$ cat config.mk
export PLATFORM = sky130hd
export DESIGN_NAME = hazard_fwd_ctl
export DESIGN_NICKNAME = d
export VERILOG_FILES = /design/src/rtl/hazard_fwd_ctl.sv
export SDC_FILE = /design/constraint.sdc
export NUM_CORES = 1
export LEC_CHECK = 0
export BUFFER_PORTS_ARGS = -buffer_cell sky130_fd_sc_hd__buf_2
export CORE_ASPECT_RATIO = 1.2
export CORE_MARGIN = 1.5
export CORE_UTILIZATION = 31
export DETAILED_ROUTE_END_ITERATION = 8
export GPL_TIMING_DRIVEN = 0
export PLACE_DENSITY = 0.8
export SYNTH_ARGS = -nofsm -noshare
export SYNTH_HDL_FRONTEND = slang
export SYNTH_SLANG_ARGS = --single-unit
$ cat constraint.sdc
create_clock -name clk_87 -period 1.8 [get_ports clk_87]
set_clock_uncertainty 0.05 [all_clocks]
set_input_delay 0.45 -clock clk_87 [delete_from_list [all_inputs] [get_ports clk_87]]
set_output_delay 0.45 -clock clk_87 [all_outputs]
set_load 0.05 [all_outputs]
$ cat src/rtl/hazard_fwd_ctl.sv
// Hazard unit for the 5-stage MIPS pipeline: EX-stage forwarding selects, multi-cycle
// load-use stall and multi-cycle branch flush. Define HAZARD_STATS_EN for stall/flush counters.
module hazard_fwd_ctl #(
  parameter int unsigned RADDR_WIDTH = 5,
  parameter int unsigned DM_LAT      = 1,
  parameter int unsigned FLUSH_CYC   = 1,
  parameter int unsigned CNT_WIDTH   = 16
) (
  input  logic                   clk_87,
  input  logic                   rst_87,
  input  logic [RADDR_WIDTH-1:0] r1_id_in_87,
  input  logic [RADDR_WIDTH-1:0] r2_id_in_87,
  input  logic [RADDR_WIDTH-1:0] rs_id_ex_87,
  input  logic [RADDR_WIDTH-1:0] rt_id_ex_87,
  input  logic [RADDR_WIDTH-1:0] rd_id_ex_87,
  input  logic                   memrd_id_ex_87,
  input  logic                   regwr_id_ex_87,
  input  logic [RADDR_WIDTH-1:0] rd_ex_dm_87,
  input  logic                   regwr_ex_dm_87,
  input  logic [RADDR_WIDTH-1:0] rd_dm_wb_87,
  input  logic                   regwr_dm_wb_87,
  input  logic                   branch_taken_87,
  output logic [1:0]             fwd_a_87,
  output logic [1:0]             fwd_b_87,
  output logic                   stall_87,
  output logic                   flush_87,
  output logic [CNT_WIDTH-1:0]   stall_cnt_87,
  output logic [CNT_WIDTH-1:0]   flush_cnt_87
);

  localparam int unsigned MAX_LAT = (DM_LAT > FLUSH_CYC) ? DM_LAT : FLUSH_CYC;
  localparam int unsigned CW      = $clog2(MAX_LAT) + 1;
  // Entry cycle is already cycle 1, so the counter starts at length-2.
  localparam logic [CW-1:0] STALL_INIT = CW'((DM_LAT > 1) ? DM_LAT - 2 : 0);
  localparam logic [CW-1:0] FLUSH_INIT = CW'((FLUSH_CYC > 1) ? FLUSH_CYC - 2 : 0);

  typedef enum logic [1:0] {
    ST_IDLE  = 2'd0,
    ST_STALL = 2'd1,
    ST_FLUSH = 2'd2
  } state_e;

  state_e          state_q, state_d;
  logic [CW-1:0]   cnt_q, cnt_d;
  logic            stall_c, flush_c;
  logic            lu_hit;

  // EX/MEM wins over MEM/WB; register 0 is never forwarded.
  function automatic logic [1:0] fwd_sel(
    input logic [RADDR_WIDTH-1:0] src,
    input logic                   wr_mem,
    input logic [RADDR_WIDTH-1:0] rd_mem,
    input logic                   wr_wb,
    input logic [RADDR_WIDTH-1:0] rd_wb
  );
    if (wr_mem && (rd_mem != '0) && (rd_mem == src)) return 2'b10;
    else if (wr_wb && (rd_wb != '0) && (rd_wb == src)) return 2'b01;
    else return 2'b00;
  endfunction

  assign lu_hit = memrd_id_ex_87 & regwr_id_ex_87 & (rd_id_ex_87 != '0) &
                  ((rd_id_ex_87 == r1_id_in_87) | (rd_id_ex_87 == r2_id_in_87));

  always_ff @(posedge clk_87 or negedge rst_87) begin
    if (!rst_87) begin
      state_q <= ST_IDLE;
      cnt_q   <= '0;
    end else begin
      state_q <= state_d;
      cnt_q   <= cnt_d;
    end
  end

  // Next state plus Mealy stall/flush; a taken branch preempts any stall.
  always_comb begin
    state_d = state_q;
    cnt_d   = cnt_q;
    stall_c = 1'b0;
    flush_c = 1'b0;
    unique case (state_q)
      ST_IDLE, ST_STALL: begin
        if (branch_taken_87) begin
          flush_c = 1'b1;
          if (FLUSH_CYC > 1) begin
            state_d = ST_FLUSH;
            cnt_d   = FLUSH_INIT;
          end else begin
            state_d = ST_IDLE;
            cnt_d   = '0;
          end
        end else if (state_q == ST_STALL) begin
          stall_c = 1'b1;
          if (cnt_q == '0) state_d = ST_IDLE;
          else cnt_d = cnt_q - CW'(1);
        end else if (lu_hit) begin
          stall_c = 1'b1;
          if (DM_LAT > 1) begin
            state_d = ST_STALL;
            cnt_d   = STALL_INIT;
          end
        end
      end
      ST_FLUSH: begin
        flush_c = 1'b1;
        if (cnt_q == '0) state_d = ST_IDLE;
        else cnt_d = cnt_q - CW'(1);
      end
      default: begin
        state_d = ST_IDLE;
        cnt_d   = '0;
      end
    endcase
  end

  // Outputs are forced low while reset is held, independent of the inputs.
  assign stall_87 = rst_87 & stall_c;
  assign flush_87 = rst_87 & flush_c;
  assign fwd_a_87 = rst_87 ? fwd_sel(rs_id_ex_87, regwr_ex_dm_87, rd_ex_dm_87,
                                     regwr_dm_wb_87, rd_dm_wb_87) : 2'b00;
  assign fwd_b_87 = rst_87 ? fwd_sel(rt_id_ex_87, regwr_ex_dm_87, rd_ex_dm_87,
                                     regwr_dm_wb_87, rd_dm_wb_87) : 2'b00;

`ifdef HAZARD_STATS_EN
  logic [CNT_WIDTH-1:0] stall_cnt_q, flush_cnt_q;

  // Saturating event counters.
  always_ff @(posedge clk_87 or negedge rst_87) begin
    if (!rst_87) begin
      stall_cnt_q <= '0;
      flush_cnt_q <= '0;
    end else begin
      if (stall_87 && !(&stall_cnt_q)) stall_cnt_q <= stall_cnt_q + CNT_WIDTH'(1);
      if (flush_87 && !(&flush_cnt_q)) flush_cnt_q <= flush_cnt_q + CNT_WIDTH'(1);
    end
  end

  assign stall_cnt_87 = stall_cnt_q;
  assign flush_cnt_87 = flush_cnt_q;
`else
  assign stall_cnt_87 = '0;
  assign flush_cnt_87 = '0;
`endif

endmodule
### Word level (Yosys, flattened, before mapping)

Cells that the tools add are included.

| word-level totals | value |
|---|---|
| register bits | 3 |
| bits of input ports | 42 |

| cells by class | value |
|---|---|
| add/sub/neg operators | 1 |
| eq/ne operators | 9 |
| mux-type cells | 20 |
| bitwise logic cells | 6 |
| reductions and logical operators | 11 |

Operators by type and width:

| kind | count |
|---|---|
| $eq A5 B5 Y1 | 6 |
| $reduce_bool A5 Y1 | 3 |
| $mux W2 | 7 |
| $mux W1 | 10 |
| $logic_and A1 B1 Y1 | 6 |
| $and A1 B1 Y1 | 5 |
| $pmux W1 S2 | 2 |
| $pmux W2 S2 | 1 |
| $ne A3 B3 Y1 const B | 1 |
| $eq A2 B1 Y1 const B | 1 |
| $eq A2 B2 Y1 const B | 1 |
| $logic_not A2 Y1 | 1 |
| $reduce_or A2 Y1 | 1 |
| $or A1 B1 Y1 | 1 |
| $sub A1 B1 Y1 const B | 1 |

### Logic depth before layout (Yosys ltp)

| logic depth | value |
|---|---|
| depth after elaboration | 8 |
| depth in mapped cells | 4 |
| depth with buffers taken out | 4 |

### Worst setup path before layout

Ideal clock, no wire load.

| path | value |
|---|---|
| path kind | input-to-output |
| start | input rd_ex_dm_87[1] |
| end | output fwd_a_87[0] |
| arrival | 2.181 ns |
| required time | 1.300 ns |
| slack | -0.881 ns |
| cell stages on the path | 4 |
| buffers on the path | 0 |
| path through | or4_1 -> o21ai_1 -> nor4_1 -> nor4_2 |

| between the ends | value |
|---|---|
| word-level cells in the longest chain between the ends | 5 |
| elaborated cells on any way between the ends | 6 |
| classes of those cells | 1 x eq/ne; 2 x mux; 3 x reduce/logical |

RTL lines:

| what | RTL line | source |
|---|---|---|
| from (decl) | 18 | `input logic [RADDR_WIDTH-1:0] rd_ex_dm_87,` |
| $reduce_bool A5 Y1 | 56 | `if (wr_mem && (rd_mem != '0) && (rd_mem == src)) return 2'b10;` |
| $logic_and A1 B1 Y1 | 56 |  |
| $logic_and A1 B1 Y1 * | 56 |  |
| $mux W2 * | 56 |  |
| $mux W2 * | 118 | `assign fwd_a_87 = rst_87 ? fwd_sel(rs_id_ex_87, regwr_ex_dm_87, rd_ex_dm_87,` |
| to (decl) | 23 | `output logic [1:0] fwd_a_87,` |

Every way passes the cells marked *; elsewhere a longest branch is shown, timed or not.

### Final worst setup path

| path | value |
|---|---|
| start | input rt_id_ex_87[4] |
| end | output fwd_b_87[0] |

| between the ends | value |
|---|---|
| word-level cells in the longest chain between the ends | 5 |
| elaborated cells on any way between the ends | 7 |
| classes of those cells | 2 x eq/ne; 3 x mux; 2 x reduce/logical |

RTL lines:

| what | RTL line | source |
|---|---|---|
| from (decl) | 14 | `input logic [RADDR_WIDTH-1:0] rt_id_ex_87,` |
| $eq A5 B5 Y1 | 57 | `else if (wr_wb && (rd_wb != '0) && (rd_wb == src)) return 2'b01;` |
| $logic_and A1 B1 Y1 | 57 |  |
| $mux W1 | 57 |  |
| $mux W2 * | 56 |  |
| $mux W2 * | 120 | `assign fwd_b_87 = rst_87 ? fwd_sel(rt_id_ex_87, regwr_ex_dm_87, rd_ex_dm_87,` |
| to (decl) | 24 | `output logic [1:0] fwd_b_87,` |

Marks and branches as above.

==> metrics.cfg <==
[cells_and_area]
area_delta_synth_final_pct=96.0
drive_above_1_share_pct=58.2
clkbuf_count=0
nFlopsAndLatches=0
layout_common_cells=36 x buf_4, 32 x conb_1, 27 x buf_2, 18 x xor2_1, 15 x buf_6
final_common_cell=buf_4
final_net_count=209
diodes=0
regArea_um2=0

[drt]
drtAntennaViolNets=0
drcViolationCount=0
post_drt_wl_per_cell_um=10.3
vias=786
drtIter0Drc=1
post_drt_via_cell_ratio=4.03
dr.pass1.iters=2
wl_um=2000

[power_and_ir_drop]
pwr-share-clk_pct=0
peakVddDrop_mv=0.207
sw_frac_of_total_pct=62.7
p_int_mw=0.151
p_leak_nw=0.663
net-switching-power_mw=0.254
p_per_area_nw_per_um2=311
pwr-share-seq_pct=0
p_comb_share_pct=100.0

[die]
fp.dieW_um=45.3
die_h_um=53.7
die_area_um2=2430
coreArea_um2=2050
ioPinCount=80
row_count=18
start_util_pct=32.4

[critical_path]
cp_max_fo=2
worstPathArrival_ps=1770
path_class=in2out
start_kind=input pin
worstPathRequired_ps=1300
end_kind=output port

[sta]
hold_viol=0
max_freq_mhz=440
hold-worst-slack_ps=1270
final_max_slew_viol_count=0
setup-violations-final=5
fin_crit_sh_pct=126
fin_crit_ps=2270
rsz0062_at_grt=true
timing.final.ws_setup_ps=-473

[grt]
antenna_found_initial=0
grt_pass1_wl_um=2800
grt.total_usage_pct=15.3
grt_max_degree=6
grt_pass1_vias=712
overflow=0

[synth]
netlist_area_um2=664
ys_types=16
avgSynthCellArea_um2=7.73
synthCells=86
yosysSeqAreaShare_pct=0
synth_warnings=0

[flow_run]
cap_violations=0

[placed_design]
io_buffers=47
dpl.hpwl_um=1610
place_ws_ps=-536
gp_congestion=0.700

[run_status]
violations=negative setup slack
status=complete, but fails checks

[worst_hold_path]
holdCritPathClass=in2out
hold_path_depth=3

[clocking]
cts_hold_buf=0

## worst paths after layout
| check | from | endpoint | slack (ps) |
|---|---|---|---|
| worst min-delay path | rst_87 | fwd_b_87[1] | 1270 |
| worst max-delay path | rt_id_ex_87[4] | fwd_b_87[0] | -470 |
## repair_timing
| action | in CTS | in global routing |
|---|---|---|
| endpoints found under the setup margin | 5 | 5 |
| resized for setup | 29 | 10 |
| endpoints found under the hold margin | 0 | 0 |
| buffers inserted | 1 | 0 |
| pin swaps | 12 | 8 |
## through the flow
stage | power, mW | area, µm² | util, % | cells | TNS, ps
5_1_grt | 0.429 | 1300 | 63.6 | 195 | -2010
3_5_place_dp | 0.365 | 1130 | 55.4 | 194 | -2370
2_1_floorplan | 0.285 | 862 | - | 117 | -1430
3_3_place_gp | 0.360 | 1130 | 55.4 | 194 | -2280
6_report | 0.405 | 1300 | 63.6 | 195 | -1820
4_1_cts | 0.387 | 1250 | 61.1 | 195 | -1880
## layout make-up
| type | instances | area, µm² |
|---|---|---|
| Buffer | 32 | 240 |
| Timing Repair Buffer | 48 | 364 |
| Multi-Input combinational cell | 85 | 661 |
| Fill cell | 175 | 747 |
| Tap cell | 30 | 37.5 |
## synth_stat cells
cell type / count / share of area, %
o21ai_1: 1 / 0.75
and2_1: 1 / 0.94
conb_1: 1 / 0.56
buf_4: 32 / 36
o211ai_1: 1 / 1.1
nand4b_1: 1 / 1.3
nand3_1: 4 / 3.0
xnor2_1: 10 / 13
and2_2: 2 / 2.3
a221oi_1: 1 / 1.3
nor4_1: 2 / 1.9
nor3_1: 3 / 2.3
nor4_2: 2 / 3.8
or4_1: 4 / 4.5
xor2_1: 20 / 26
nor2_1: 1 / 0.56
## layer usage
metal	vias to the layer above	wire, µm	GRT usage [%]
met5	-	0	0
met4	0	0	0
met3	0	256	3.02
met2	64	1070	34.3
met1	340	673	14.1
li1	382	-	-
## logic make-up (layout without fill, tap and decap cells)
kind of cell	Yosys count	count (layout)	synth area share, %
AO/OA/AOI/OAI	3	3	3.20
XOR/XNOR	30	30	39.5
buffers and inverters	32	80	36.2
other	1	32	0.564
AND/OR/NAND/NOR	20	20	20.5
## worst max-delay path, cell delays in order
cell	delay, ps
buf_2	120
xor2_1	170
or4_4	520
nor4_4	310
buf_6	200
## power groups by stage
stage                     clock [mW]  combinational [mW]  sequential [mW]
final                              0               0.405                0
after global routing               0               0.429                0
after CTS                          0               0.387                0
after detailed placement           0               0.365                0
after global placement             0               0.360                0
after floorplan                    0               0.285                0
(Power assumes the default switching activity.)
